<file path="src/rtl/dw_arb_binctl.sv">
// Binary-priority arbiter with one registered grant, a hold timeout and a lock override.
// Optional round-robin policy: define DW_ARB_BINCTL_RR_EN (default build is fixed highest-index priority).
module dw_arb_binctl #(
    parameter int N_REQ    = 8,
    parameter int IDX_W    = 3,
    parameter int MAX_HOLD = 16
) (
    input  logic             clk,
    input  logic             rst_n,
    input  logic             enable,
    input  logic [N_REQ-1:0] req,
    input  logic [N_REQ-1:0] lock,
    output logic [N_REQ-1:0] grant,
    output logic [IDX_W-1:0] grant_idx,
    output logic             busy,
    output logic             timeout
);

    typedef enum logic {IDLE = 1'b0, OWN = 1'b1} state_t;

    localparam logic [7:0] HOLD_MAX = 8'(MAX_HOLD - 1);

    state_t             state_r, state_n;
    logic [N_REQ-1:0]   grant_r, grant_n;
    logic [IDX_W-1:0]   grant_idx_r, grant_idx_n;
    logic               busy_r, busy_n;
    logic               timeout_r, timeout_n;
    logic [7:0]         hold_r, hold_n;

    logic               owner_req_s, owner_lock_s, force_s, any_s, arb_go_s;
    logic [N_REQ-1:0]   elig_s;
    logic [IDX_W-1:0]   win_idx_s;
    int                 start_s;

    // Highest eligible index at or below start, wrapping downward past 0 to N_REQ-1.
    function automatic logic [IDX_W-1:0] pick(input logic [N_REQ-1:0] v, input int start);
        logic [IDX_W-1:0] w;
        int               j;
        w = '1;
        for (int k = N_REQ - 1; k >= 0; k--) begin
            j = (start - k + N_REQ) % N_REQ;
            if (v[j]) begin
                w = IDX_W'(j);
            end
        end
        return w;
    endfunction

`ifdef DW_ARB_BINCTL_RR_EN
    logic [IDX_W-1:0] ptr_r, ptr_n;

    // Search start tracks one below the last winner.
    always_comb begin
        start_s = int'(ptr_r);
        ptr_n   = ptr_r;
        if (arb_go_s) begin
            ptr_n = (win_idx_s == '0) ? IDX_W'(N_REQ - 1) : win_idx_s - IDX_W'(1);
        end else begin
            ptr_n = ptr_r;
        end
    end

    // Round-robin pointer register.
    always_ff @(posedge clk) begin
        if (!rst_n) begin
            ptr_r <= IDX_W'(N_REQ - 1);
        end else begin
            ptr_r <= ptr_n;
        end
    end
`else
    assign start_s = N_REQ - 1;
`endif

    // Owner status and the request set that competes this cycle (owner masked on a forced release).
    always_comb begin
        owner_req_s  = |(req & grant_r);
        owner_lock_s = |(lock & grant_r);
        force_s      = (state_r == OWN) && owner_req_s && (hold_r == HOLD_MAX) && !owner_lock_s;
        if (force_s) begin
            elig_s = req & ~grant_r;
        end else begin
            elig_s = req;
        end
        any_s     = |elig_s;
        win_idx_s = pick(elig_s, start_s);
    end

    // Next-state and registered-output logic.
    always_comb begin
        state_n     = state_r;
        grant_n     = grant_r;
        grant_idx_n = grant_idx_r;
        busy_n      = busy_r;
        timeout_n   = 1'b0;
        hold_n      = hold_r;
        arb_go_s    = 1'b0;
        case (state_r)
            IDLE: begin
                arb_go_s = enable && any_s;
            end
            OWN: begin
                if (!owner_req_s || force_s) begin
                    timeout_n   = force_s;
                    arb_go_s    = enable && any_s;
                    state_n     = IDLE;
                    grant_n     = '0;
                    grant_idx_n = '1;
                    busy_n      = 1'b0;
                    hold_n      = 8'd0;
                end else if (hold_r != HOLD_MAX) begin
                    hold_n = hold_r + 8'd1;
                end else begin
                    hold_n = hold_r;
                end
            end
            default: begin
                state_n     = IDLE;
                grant_n     = '0;
                grant_idx_n = '1;
                busy_n      = 1'b0;
                hold_n      = 8'd0;
            end
        endcase
        if (arb_go_s) begin
            state_n     = OWN;
            grant_n     = {{(N_REQ-1){1'b0}}, 1'b1} << win_idx_s;
            grant_idx_n = win_idx_s;
            busy_n      = 1'b1;
            hold_n      = 8'd0;
        end else begin
            hold_n = hold_n;
        end
    end

    // State and output registers.
    always_ff @(posedge clk) begin
        if (!rst_n) begin
            state_r     <= IDLE;
            grant_r     <= '0;
            grant_idx_r <= '1;
            busy_r      <= 1'b0;
            timeout_r   <= 1'b0;
            hold_r      <= 8'd0;
        end else begin
            state_r     <= state_n;
            grant_r     <= grant_n;
            grant_idx_r <= grant_idx_n;
            busy_r      <= busy_n;
            timeout_r   <= timeout_n;
            hold_r      <= hold_n;
        end
    end

    assign grant     = grant_r;
    assign grant_idx = grant_idx_r;
    assign busy      = busy_r;
    assign timeout   = timeout_r;

endmodule

</file>
<file path="config.mk">
export PLATFORM = sky130hd
export DESIGN_NAME = dw_arb_binctl
export DESIGN_NICKNAME = d
export VERILOG_FILES = /design/src/rtl/dw_arb_binctl.sv
export SDC_FILE = /design/constraint.sdc
export NUM_CORES = 1
export LEC_CHECK = 0
export ABC_AREA = 1
export BUFFER_PORTS_ARGS = -buffer_cell sky130_fd_sc_hd__buf_2
export CORE_MARGIN = 2
export CORE_UTILIZATION = 45
export CTS_CLUSTER_SIZE = 20
export DETAILED_ROUTE_END_ITERATION = 12
export PLACE_DENSITY = 0.69
export RECOVER_POWER = 25
export SYNTH_ARGS = -nofsm -noshare
export SYNTH_HDL_FRONTEND = slang
export SYNTH_SLANG_ARGS = --single-unit
</file>
<file path="constraint.sdc">
create_clock -name clk -period 2.3 [get_ports clk]
set_input_delay 0.115 -clock clk [delete_from_list [all_inputs] [get_ports clk]]
set_output_delay 0.115 -clock clk [all_outputs]
set_load 0.005 [all_outputs]
</file>
==> flow_metrics.env, run 1 <==
export IMPL_ff2ff_path_depth=13
export IMPL_powerDensity_mw_per_mm2=454
export IMPL_dpl_hpwl_um=2450
export IMPL_async_reset_ff_share_pct=0
export IMPL_met1_length_um=1480
export IMPL_setup_slack_ns=0.159
export IMPL_hold_slack_ns=0.0466
export IMPL_detail_route_wl_per_cell_um=11.9
export IMPL_dieArea_mm2=0.00335
export IMPL_synth_top_flop_cell="dfxtp_1"
export IMPL_crit_path_max_fanout=6
export IMPL_max_cap_viol_count=0
export IMPL_synth_distinct_cells=26
export IMPL_yosysSeqAreaShare_pct=33.7
export IMPL_gp_congestion=0.917
export IMPL_syn_inst=195
export IMPL_worst_setup_path_type="flop to flop"
export IMPL_required_ns=2.52
export IMPL_cts_reportedPaths_clkPinSlew_ns=0.13
export IMPL_clk_insertion_delay_late_ns=0.32
export IMPL_clockBufferDepth=2
export IMPL_fin_crit_sh_pct=93.1
export IMPL_syn_area_mm2=0.00131
export IMPL_finalMaxSlewViolations=0
export IMPL_synth_edff_count=0
export IMPL_synth_area_per_cell_um2=6.69
export IMPL_relSlewSlack_pct=71.5
export IMPL_hold_class="input pin to flop"
export IMPL_grt_overflow=0
export IMPL_synth_top_area_share_pct=33.7
export IMPL_arrival_ns=2.36
export IMPL_synthesis_nets=215
export IMPL_crit_path_end="grant[4]"
export IMPL_fin_crit_ns=2.14
export IMPL_cts_sinks=22
export IMPL_r2r_end="grant[4]"
export IMPL_synth_largest_area_cell="dfxtp_1"
export IMPL_start_util_pct=47.3
export IMPL_synth_warnings=0
export IMPL_htree_num_levels=1
export IMPL_num_vias=1403
export IMPL_first_pass_iters=4
export IMPL_remaining_drc_errors=0
export IMPL_die_h_um=57.9
export IMPL_max_freq_mhz=467
export IMPL_hold_violations=0
export IMPL_p_leak_uw=0.000768
export IMPL_final_nets=262
export IMPL_ys_seq_elements=22
export IMPL_grtUsageTotal_pct=20.2
export IMPL_syn2layout_area_growth_pct=25.2
export IMPL_vias_per_cell=5.16
export IMPL_critPathLaunchType="flop"
export IMPL_io_buffer_count=31
export IMPL_core_region_area_mm2=0.00276
export IMPL_wl_met3_um=134
export IMPL_rows=19
export IMPL_ios=32
export IMPL_r2r_slack_ns=0.16
export IMPL_wirelength_um=3230
export IMPL_first_global_vias=1197
export IMPL_worst_slew_pin_transition_ns=0.427
export IMPL_grt_pass1_wl_um=5250
export IMPL_setup_viol=0
export IMPL_dr_wl_met2_um=1560
export IMPL_drt_iter0_drc=40
export IMPL_tns_ns=0
export IMPL_diodes=0
export IMPL_fin_skew_ns=0.00992
export IMPL_power_uw=742
export IMPL_post_synth_top_count_cell="nand2_1"
export IMPL_synthTopCellsByArea="dfxtp_1 34%, nand2_1 18%, nand3_1 8.1%, nor2_1 5.8%, inv_1 4.9%"
export IMPL_die_w_um=57.9
export IMPL_antenna_left=0
export IMPL_dp_slack_ns=0.0797
export IMPL_timing_rr_start="hold_r[1]"
export IMPL_grt_antenna_before_repair=0
export IMPL_synth_top_cells_by_count="62 x nand2_1, 22 x dfxtp_1, 21 x nand3_1"
export IMPL_grt_max_degree=13
export IMPL_critPathCaptureType="flop"
export IMPL_crit_path_start="hold_r[1]"
export IMPL_root_buffer="clkbuf_4"
export IMPL_topRoutingLayerUsed="met4"
export IMPL_final_layout_size_suffix_gt1_share_pct=28.2
export IMPL_cts_buffers=3
export IMPL_cts_tree="yes"
export IMPL_ir_drop_mv=0.412
export IMPL_status="finished clean"
-- worst min path at each step --
stage | startpoint | to | slack [ns] | cells past startpoint
final | rst_n | grant_idx[2] | 0.05 | 2
after global routing | rst_n | grant_idx[2] | 0.03 | 2
after CTS | rst_n | grant_idx[2] | 0.02 | 2
after detailed placement | rst_n | grant_idx[2] | 0.36 | 2
after global placement | rst_n | grant_idx[2] | 0.37 | 2
after floorplan | rst_n | grant_idx[2] | 0.18 | 1
-- layout by cell type, fill, tap and decap left out, types with 2 or more instances in the layout --
master / count
nand2_1: 62
buf_2: 28
nand3_1: 21
nor2_1: 20
dfxtp_1: 20
inv_1: 17
buf_4: 11
a21oi_1: 8
nand2_2: 6
o21ai_0: 6
nor3_1: 5
nand3_2: 4
nor2_4: 3
o21ai_1: 3
clkbuf_4: 3
clkbuf_1: 3
o21bai_1: 2
nand4_1: 2
nand3_4: 2
nor3_2: 2
nor3b_2: 2
dfxtp_2: 2
-- critical path: stages, from the launching register on --
cell and delay (ns):
dfxtp_2 0.36, ha_1 0.19, nand3_2 0.11, nor2_4 0.16, nand2_4 0.11, nor2_8 0.16
nand3_1 0.08, nand2_1 0.11, nand2_1 0.11, o21bai_1 0.17, nand2_1 0.17, inv_1 0.13
nand2_1 0.11, o21ai_0 0.08
-- layer usage --
layer  GRT usage (%)  vias up
li1                -      725
met1            26.2      635
met2            33.0       37
met3            4.91        6
met4            6.64        0
met5               0        -
-- flip-flops by register name (all words and copies together), names as in the netlist --
name / count
grant: 8
timeout: 1
state_r: 1
busy: 1
hold_r: 8
grant_idx: 3
-- power breakdown --
group	switching [µW]	internal, µW	leakage, µW
registers	7.75	389	0.000180
clock network	121	96.8	0.0000210
logic	79.8	47.5	0.000568
-- stage by stage --
step / util [%] / instance area, µm² / instances
floorplan: - / 1310 / 195
global placement: 55.7 / 1540 / 262
detailed placement: 55.7 / 1540 / 262
CTS: 57.0 / 1570 / 266
global route: 59.3 / 1630 / 272
finish: 59.3 / 1630 / 272
-- cell type report --
class                   count  area, µm²
clock buffers               4       36.3
fillers                   280       1120
inverters                  19       71.3
multi-input cells         154        811
flip-flops and latches     22        443
well taps                  31       38.8
repair buffers             42        234
-- repair_timing --
| item | 4_1_cts | 5_1_grt |
|---|---|---|
| resized for setup | 0 | 4 |
| setup buffers | 0 | 4 |
| endpoints found under the setup margin | 0 | 19 |
| hold buffers | 0 | 0 |
| endpoints found under the hold margin | 0 | 0 |
-- logic make-up after synthesis --
group                    Yosys count  synth area share, %
AO/OA/AOI/OAI                     20                 8.34
XOR/XNOR                           1                0.671
adder cells (fa/ha/maj)            1                0.959
buffers and inverters             21                 6.71
flip-flops                        22                 33.7
AND/OR/NAND/NOR                  130                 49.6
Note: power is estimated with default switching activity, not from simulation.
==> run 2: changes to the inputs <==
--- a/config.mk
+++ b/config.mk
@@ -8,10 +8,10 @@
 export ABC_AREA = 1
 export BUFFER_PORTS_ARGS = -buffer_cell sky130_fd_sc_hd__buf_2
 export CORE_MARGIN = 2
-export CORE_UTILIZATION = 45
+export CORE_UTILIZATION = 52
 export CTS_CLUSTER_SIZE = 20
 export DETAILED_ROUTE_END_ITERATION = 12
-export PLACE_DENSITY = 0.69
+export PLACE_DENSITY = 0.78
 export RECOVER_POWER = 25
 export SYNTH_ARGS = -nofsm -noshare
 export SYNTH_HDL_FRONTEND = slang
==> run 2 against run 1 <==
Sequential cell count did not move. First-iteration DRC count fell by 7.5%. Total power rose by 11%. Clock skew fell by 0.0026 ns. Global-route usage rose by 3.5 points. Core utilization rose by 6.7 points. Die area fell by 13%. Worst setup slack improved by 0.025 ns. Critical path type unchanged. Largest cell class unchanged. Largest power group unchanged.
==> flow_metrics.env, run 2 (synthesized netlist as in run 1, its figures left out) <==
export IMPL_drt_iter0_drc=37
export IMPL_use_met1_pct=32.8
export IMPL_first_pass_iters=4
export IMPL_diodes=0
export IMPL_fin_crit_ns=2.12
export IMPL_critPathCaptureType="flop"
export IMPL_cts_reportedPaths_clkPinSlew_ns=0.13
export IMPL_ir_drop_mv=0.463
export IMPL_cts_buffers=3
export IMPL_worst_slew_pin_transition_ns=0.255
export IMPL_io_buffer_count=31
export IMPL_setup_viol=0
export IMPL_hold_buffers=0
export IMPL_powerDensity_mw_per_mm2=511
export IMPL_cts_tree="yes"
export IMPL_root_buffer="clkbuf_4"
export IMPL_grtUsageMet2_pct=38.6
export IMPL_die_w_um=54.1
export IMPL_layout_common_cells="61 x nand2_1, 26 x buf_2, 21 x nand3_1"
export IMPL_fin_crit_sh_pct=92.0
export IMPL_gp_congestion=0.845
export IMPL_top_usage_layer="met2"
export IMPL_clockBufferDepth=2
export IMPL_max_freq_mhz=473
export IMPL_cts_sinks=22
export IMPL_dpl_hpwl_um=2310
export IMPL_grt_max_degree=14
export IMPL_final_layout_size_suffix_gt1_share_pct=26.4
export IMPL_die_h_um=54.1
export IMPL_fin_skew_ns=0.00728
export IMPL_critPathLaunchType="flop"
export IMPL_hold_slack_ns=0.0473
export IMPL_clk_insertion_delay_late_ns=0.32
export IMPL_worst_setup_path_type="flop to flop"
export IMPL_grt_antenna_before_repair=0
export IMPL_ios=32
export IMPL_tns_ns=0
export IMPL_hold_class="input pin to flop"
export IMPL_grtUsageTotal_pct=23.7
export IMPL_layout_commonest_cell="nand2_1"
export IMPL_max_cap_viol_count=0
export IMPL_grt_overflow=0
export IMPL_use_met3_pct=3.61
export IMPL_fill_cells=236
export IMPL_hold_violations=0
export IMPL_status="finished clean"
export IMPL_finalMaxSlewViolations=0
export IMPL_htree_num_levels=1
export IMPL_remaining_drc_errors=0
export IMPL_detail_route_wl_per_cell_um=11.6
export IMPL_grt_pass1_wl_um=5130
export IMPL_required_ns=2.55
export IMPL_dieArea_mm2=0.00293
export IMPL_relSlewSlack_pct=82.8
export IMPL_core_region_area_mm2=0.00243
export IMPL_rows=18
export IMPL_arrival_ns=2.37
export IMPL_first_global_vias=1184
export IMPL_vias_per_cell=5.14
export IMPL_syn2layout_area_growth_pct=22.9
export IMPL_num_vias=1362
export IMPL_antenna_left=0
export IMPL_rsz0062_at_grt="false"
export IMPL_p_leak_uw=0.000736
export IMPL_start_util_pct=53.7
export IMPL_final_nets=256
export IMPL_crit_path_max_fanout=8
export IMPL_wirelength_um=3080
-- run 2: worst paths after layout --
| kind | from | to | slack, ns | cells past startpoint |
|---|---|---|---|---|
| worst max-delay path | hold_r[0] | grant[3] | 0.18 | 14 |
| worst min-delay path | rst_n | grant_idx[2] | 0.05 | 2 |
| worst max register to register | hold_r[0] | grant[3] | 0.18 | 14 |
| worst min register to register | busy | busy | 0.48 | 2 |
-- run 2: repair_timing --
action                                 4_1_cts  5_1_grt
resized for setup                            0        6
setup buffers                                0        1
endpoints found under the hold margin        0        0
setup endpoints to repair                    0       11
-- run 2: cell type report --
| type | instances | area, µm² | area share (%) |
|---|---|---|---|
| inverters | 19 | 71.3 | 4.45 |
| clock buffers | 3 | 22.5 | 1.40 |
| well taps | 30 | 37.5 | 2.34 |
| clock inverters | 1 | 30.0 | 1.87 |
| repair buffers | 36 | 186 | 11.6 |
| flip-flops and latches | 22 | 443 | 27.6 |
| multi-input cells | 154 | 813 | 50.7 |
-- run 2: routing by layer --
metal / up-vias / part of all wire (%)
met1: 603 / 49
met2: 31 / 44
met5: - / 0
met4: 0 / 1.7
met3: 7 / 5.2
li1: 721 / -
-- run 2: worst max-delay path, stage by stage (launching register included) --
cell and delay (ns):
dfxtp_2 0.36, ha_1 0.18, nand3_2 0.10, nor2_4 0.15, nand2_4 0.10, nor2_8 0.15, nand3_1 0.08, nand2_1 0.11
nand2_2 0.09, nor2_4 0.14, nand3_2 0.10, nand3_4 0.12, buf_4 0.17, nand3_1 0.07, a21oi_1 0.14
-- run 2: report_power, final --
part           leakage [µW]  switching [µW]  total, µW  internal [µW]
clock network     0.0000279             124        300            176
registers          0.000180            8.60        398            389
logic              0.000529            78.0        122           43.7
-- run 2: per-stage QoR --
| step | std cells | worst slack (ns) | power [µW] | util, % | cell area [µm²] |
|---|---|---|---|---|---|
| floorplan | 195 | 0.355 | 475 | - | 1310 |
| global placement | 258 | 0.205 | 520 | 62.1 | 1510 |
| detailed placement | 258 | 0.153 | 521 | 62.1 | 1510 |
| global route | 265 | 0.0193 | 851 | 65.9 | 1600 |
| CTS | 262 | 0.108 | 814 | 64.3 | 1560 |
| finish | 265 | 0.184 | 820 | 65.9 | 1600 |
